File: src/rtl/sync_fifo.sv
// sync_fifo: single-clock FIFO with registered read data, occupancy count and
// one-cycle overflow/underflow pulses for rejected requests. Rev 1.0
`default_nettype none

module sync_fifo #(
  parameter int DATA_WIDTH = 32,
  parameter int DEPTH      = 8,
  localparam int ADDR_W    = $clog2(DEPTH)
) (
  input  logic                  clk,
  input  logic                  rst,
  input  logic [DATA_WIDTH-1:0] data_in,
  input  logic                  wr_en,
  input  logic                  rd_en,
  output logic [DATA_WIDTH-1:0] data_op,
  output logic                  full,
  output logic                  empty,
  output logic [ADDR_W:0]       count,
  output logic                  overflow,
  output logic                  underflow
);

  localparam logic [ADDR_W:0] FULL_COUNT = (ADDR_W+1)'(DEPTH);

  logic [DATA_WIDTH-1:0] mem [DEPTH];
  logic [ADDR_W-1:0]     wr_ptr;
  logic [ADDR_W-1:0]     rd_ptr;
  logic                  wr_ok;
  logic                  rd_ok;

  assign full  = (count == FULL_COUNT);
  assign empty = (count == '0);
  assign wr_ok = wr_en && !full;
  assign rd_ok = rd_en && !empty;

  // Storage is deliberately not reset; stale entries are unreachable until rewritten.
  always_ff @(posedge clk) begin
    if (wr_ok) begin
      mem[wr_ptr] <= data_in;
    end
  end

  always_ff @(posedge clk or negedge rst) begin
    if (!rst) begin
      wr_ptr    <= '0;
      rd_ptr    <= '0;
      count     <= '0;
      data_op   <= '0;
      overflow  <= 1'b0;
      underflow <= 1'b0;
    end else begin
      overflow  <= wr_en && full;
      underflow <= rd_en && empty;
      if (wr_ok) begin
        wr_ptr <= wr_ptr + ADDR_W'(1);
      end
      if (rd_ok) begin
        rd_ptr  <= rd_ptr + ADDR_W'(1);
        data_op <= mem[rd_ptr];
      end
      if (wr_ok && !rd_ok) begin
        count <= count + (ADDR_W+1)'(1);
      end else if (rd_ok && !wr_ok) begin
        count <= count - (ADDR_W+1)'(1);
      end
    end
  end

endmodule

`default_nettype wire

File: config.mk
export PLATFORM = sky130hd
export DESIGN_NAME = sync_fifo
export DESIGN_NICKNAME = d
export VERILOG_FILES = /design/src/rtl/sync_fifo.sv
export SDC_FILE = /design/constraint.sdc
export NUM_CORES = 1
export LEC_CHECK = 0
export BUFFER_PORTS_ARGS = -buffer_cell sky130_fd_sc_hd__buf_2
export CAP_MARGIN = 25
export CORE_MARGIN = 3
export CORE_UTILIZATION = 30
export DETAILED_ROUTE_END_ITERATION = 7
export SLEW_MARGIN = 5
export SYNTH_ARGS = -nofsm -noshare
export SYNTH_HDL_FRONTEND = slang
export SYNTH_SLANG_ARGS = --single-unit
File: constraint.sdc
create_clock -name clk -period 4.15 [get_ports clk]
set_input_delay 0.2075 -clock clk [delete_from_list [all_inputs] [get_ports clk]]
set_output_delay 0.2075 -clock clk [all_outputs]
set_load 0.005 [all_outputs]
**Word level (Yosys, flattened, before mapping)**

Memory sizes are Yosys's and may differ from the RTL's. A register that Yosys moved wholly into a read port is not among the register bits.
Index checks and enable logic that the tools add are counted.

- Memories: 1
- Register bits after elaboration: 12
- Word-level logic and storage cells: 28
- RAM bits: 256

- Multiplexer cells: 4
- Add/subtract/negate cells: 4
- Equality and inequality tests: 1
- Reduce and logical (&&, ||, !) cells: 13

Memories:

| memory | words | bits a word | rd ports | clocked after Yosys merged registers in | write ports | line | text |
|---|---|---|---|---|---|---|---|
| mem | 8 | 32 | 1 | 1 | 1 | 25 | `logic [DATA_WIDTH-1:0] mem [DEPTH];` |

Operators with widths:

| kind | number |
|---|---|
| $mux 4 | 2 |
| $add 3x1->3 const B | 2 |
| $logic_and 1x1->1 | 6 |
| $logic_not 1->1 | 5 |
| $add 4x1->4 const B | 1 |
| $eq 4x4->1 const B | 1 |
| $logic_not 4->1 | 1 |
| $sub 4x1->4 const B | 1 |
| $mux 1 | 2 |
| $reduce_bool 2->1 | 1 |

**Logic depth before layout (Yosys ltp)**

- Depth after elaboration: 7
- Mapped depth: 10
- Depth with buffers taken out: 9

**Worst setup path after synthesis**

OpenSTA, ideal clock, no wires.

- Path kind: flip-flop to flip-flop
- From: register count[3]
- To: memory mem[0][0] (enable)
- Library setup time: 0.461 ns
- Period minus slack after synthesis: 3.741 ns
- Path slack: 0.409 ns
- Path buffers: 1
- Arrival: 3.280 ns
- Cell stages (with the launch flop): 6
- Cells stage by stage: dfrtp_1 > nor4b_2 > nor2b_1 > clkbuf_1 > nand2b_1 > nor3_1

- Cells in the longest elaborated chain, start to end: 5

RTL lines:

| item | line | text |
|---|---|---|
| start, declared | 18 | `output logic [ADDR_W:0] count,` |
| start signal, assigned | 62 | `count <= count + (ADDR_W+1)'(1);` |
| start signal, assigned | 64 | `count <= count - (ADDR_W+1)'(1);` |
| $eq 4x4->1 | 31 | `assign full = (count == FULL_COUNT);` |
| via full | 16 | `output logic full,` |
| $logic_not 1->1 | 33 | `assign wr_ok = wr_en && !full;` |
| $logic_and 1x1->1 | 33 |  |
| via wr_ok | 28 | `logic wr_ok;` |
| $mux 1 | 38 | `if (wr_ok) begin` |
| $mux 1 (implied by the code) | 39 | `mem[wr_ptr] <= data_in;` |
| end, declared | 25 |  |

The timed path passes the listed nets, and every way through them passes these cells.

**Final worst setup path**

- From: register count[3]
- To: memory mem[7][4] (enable)

- Cells in the longest elaborated chain, start to end: 5

RTL lines:

| item | line |
|---|---|
| $eq 4x4->1 | 31 |
| $logic_not 1->1 | 33 |
| $logic_and 1x1->1 | 33 |
| $mux 1 | 38 |
| $mux 1 (implied by the code) | 39 |

No other way between the ends.

==> out/metrics.yaml <==
layout_setup_ws_ns: 1.39
gr-total-overflow: 0
final_cell_mix: "edfxtp_1 (256), buf_2 (75), mux2_2 (66)"
final.setup.tns_ns: 0
critPathMaxFanout: 20
slew_headroom_pct: 34.5
dpl.hpwl_um: 14000
synth_top_family_by_area: "multiplexers"
synth_xor_area_share_pct: 0.455
crit_arrival_ns: 2.98
finalSetupViolations: 0
startpoint: "count[3]$_DFFE_PN0P_"
syn-num-nets: 689
rr_startpoint: "count[3]$_DFFE_PN0P_"
drv_cap: 0
htree_levels: 1
drive_above_1_share_pct: 26.7
pwr_density_cell_nw_per_um2: 678
yosysSeqAreaShare_pct: 76.0
layout_worst_path_cycle_share_pct: 66.4
min_path_type: "in2async"
drtPass1Iterations: 4
wirelength_um: 23400
postRouteAntennaNets: 0
synth_seq_cells: 300
cts_tree: "done"
routed_via_density: 4.46
routabilityCongestion: 0.718
leakagePower_nw: 4.90
crit_slowest_cell: "nor2_4"
synth_fa_ha_area_share_pct: 0.714
place_inst: 1212
r2r-end: "mem[7][4]$_DFFE_PP_"
ys_warn_count: 0
fp.dieH_um: 202
maxClockFrequency_ghz: 0.363
synthMuxAreaShare_pct: 12.2
nFillCells: 3594
grt_pass1_vias: 6233
rsz0062_at_grt: "false"
final_cells: 1304
drc: 0
r2r_slack_ns: 1.39
peakVddDrop_mv: 0.347
syn_avg_cell_area_um2: 17.9
clk_latency_ns: 0.55
cts-buffers-inserted: 31
routedWlPerCell_um: 17.9
critPathKind: "reg2reg"
synth-simple-area-share_pct: 2.47
end_kind: "register"
ios: 76
status: "completed"
worstPathCellList: "nor4b_2 > nor2b_1 > nand2_1 > nor2_4 > buf_4"
worst-slew-pin-transition_ns: 0.980
reg2regPathDepth: 5
die_w_um: 202
setup.worst_path.start_class: "register"
fp.coreArea_um2: 37800
fin_crit_ns: 2.76
die_area_um2: 40900
layout_commonest_cell: "edfxtp_1"
async_flop_share_pct: 14.7
io_buffers: 75
cts.sinks: 300
num_antenna_cells: 0
vias: 5821
syn2layout_area_growth_pct: 20.4
ys_types: 35
antenna_found_initial: 1
synth-compound-area-share_pct: 6.22
grt_pass1_wl_um: 36800
syn_area_um2: 11600
initial_core_util_pct: 30.5
drv_slew: 0
synth_edf_count: 256
critical_path_required_ns: 4.37
syn_inst: 647
synth_top_flop_cell: "edfxtp_1"
hold_viol_final: 0
place_ws_ns: 1.36
std_cell_rows: 71
nNetsFinal: 812
crit_path_max_incr_delay_ns: 0.66
clkTransAtPathRegs_ns: 0.06
clock_path_buffers: 3
drt_iter0_drc: 356
setup.worst_path.end: "mem[7][4]$_DFFE_PP_"
grt_max_degree: 68
gr-usage-all-layers_pct: 11.4
finalClockSkew_ns: 0.0194
clock_tree.root_cell: "clkbuf_16"
per-layer routing:
layer	vias to the layer above	global-route usage, %	routed length [um]
met5	-	0	9
met4	2	2.87	505
met3	36	1.76	929
met2	103	19.1	11300
met1	2880	15.8	10600
li1	2800	-	-
power breakdown:
group | internal [W] | switching, W
sequential | 0.00389 | 0.000336
combinational | 0.00122 | 0.00147
clock | 0.00142 | 0.00110
total | 0.00653 | 0.00290
cell usage after synthesis, types with 11 or more instances:
master	count	area share (%)
edfxtp_1	256	67
a22oi_1	21	1.4
o22ai_1	11	0.60
clkbuf_1	12	0.39
o221ai_1	21	1.6
mux2i_1	65	5.6
o21ai_1	32	1.4
a221o_1	11	0.95
nand2_1	39	1.3
dfrtp_1	44	9.5
mux2_2	66	6.4
critical path: cells and delay by family, from the launching register on:
kind / cells / cell delay [ns]
buffers and inverters: 1 / 0.37
flip-flops: 1 / 0.44
AND/OR/NAND/NOR: 4 / 1.61
worst min path at each step:
stage	startpoint	end	slack, ns	depth (start not counted)
6_report	rst	data_op[28]$_DFFE_PN0P_	0.33	3
5_1_grt	rst	count[1]$_DFFE_PN0P_	0.41	3
4_1_cts	rst	count[1]$_DFFE_PN0P_	0.34	3
3_5_place_dp	rst	count[0]$_DFFE_PN0P_	0.39	2
3_3_place_gp	rst	data_op[28]$_DFFE_PN0P_	0.39	2
2_1_floorplan	rst	count[0]$_DFFE_PN0P_	-0.09	0
cell families (layout without fill, tap and decap cells):
logic type,after synthesis,count (layout)
DFF,300,300
muxes,132,132
AOI/OAI and AO/OA,102,102
and+or+nand+nor,63,63
buffers and inverters,38,184
adders and majority gates,6,6
xor gates and xnor gates,6,6
through the flow:
step | cell area, um^2 | util (%) | power, W | hold slack [ns]
2_1_floorplan | 11600 | - | 0.00604 | -0.0881
3_3_place_gp | 12500 | 33.2 | 0.00689 | 0.387
3_5_place_dp | 12600 | 33.3 | 0.00699 | 0.391
4_1_cts | 13900 | 36.7 | 0.00955 | 0.344
5_1_grt | 13900 | 36.8 | 0.00999 | 0.409
6_report | 13900 | 36.8 | 0.00943 | 0.327
sequential cells by signal (all words and copies together) (netlist names):
| name | cells |
|---|---|
| underflow | 1 |
| rd_ptr | 3 |
| mem | 256 |
| count | 4 |
| data_op | 32 |
| wr_ptr | 3 |
| overflow | 1 |
repair_timing:
action                    4_1_cts  5_1_grt
resized for setup               0        0
hold buffers                   35        0
setup buffers                   0        0
hold endpoints to repair      302        0
area by class of cell:
| cell class | instances | area [um^2] | share of cell area (%) |
|---|---|---|---|
| Clock inverter | 20 | 123 | 0.881 |
| Tap cell | 511 | 639 | 4.60 |
| Timing Repair Buffer | 126 | 936 | 6.73 |
| Multi-Input combinational cell | 309 | 2620 | 18.8 |
| Sequential cell | 300 | 8790 | 63.2 |
| Inverter | 2 | 7.51 | 0.0540 |
| Clock buffer | 36 | 795 | 5.71 |
No activity file was read; power rests on OpenSTA's default activity.
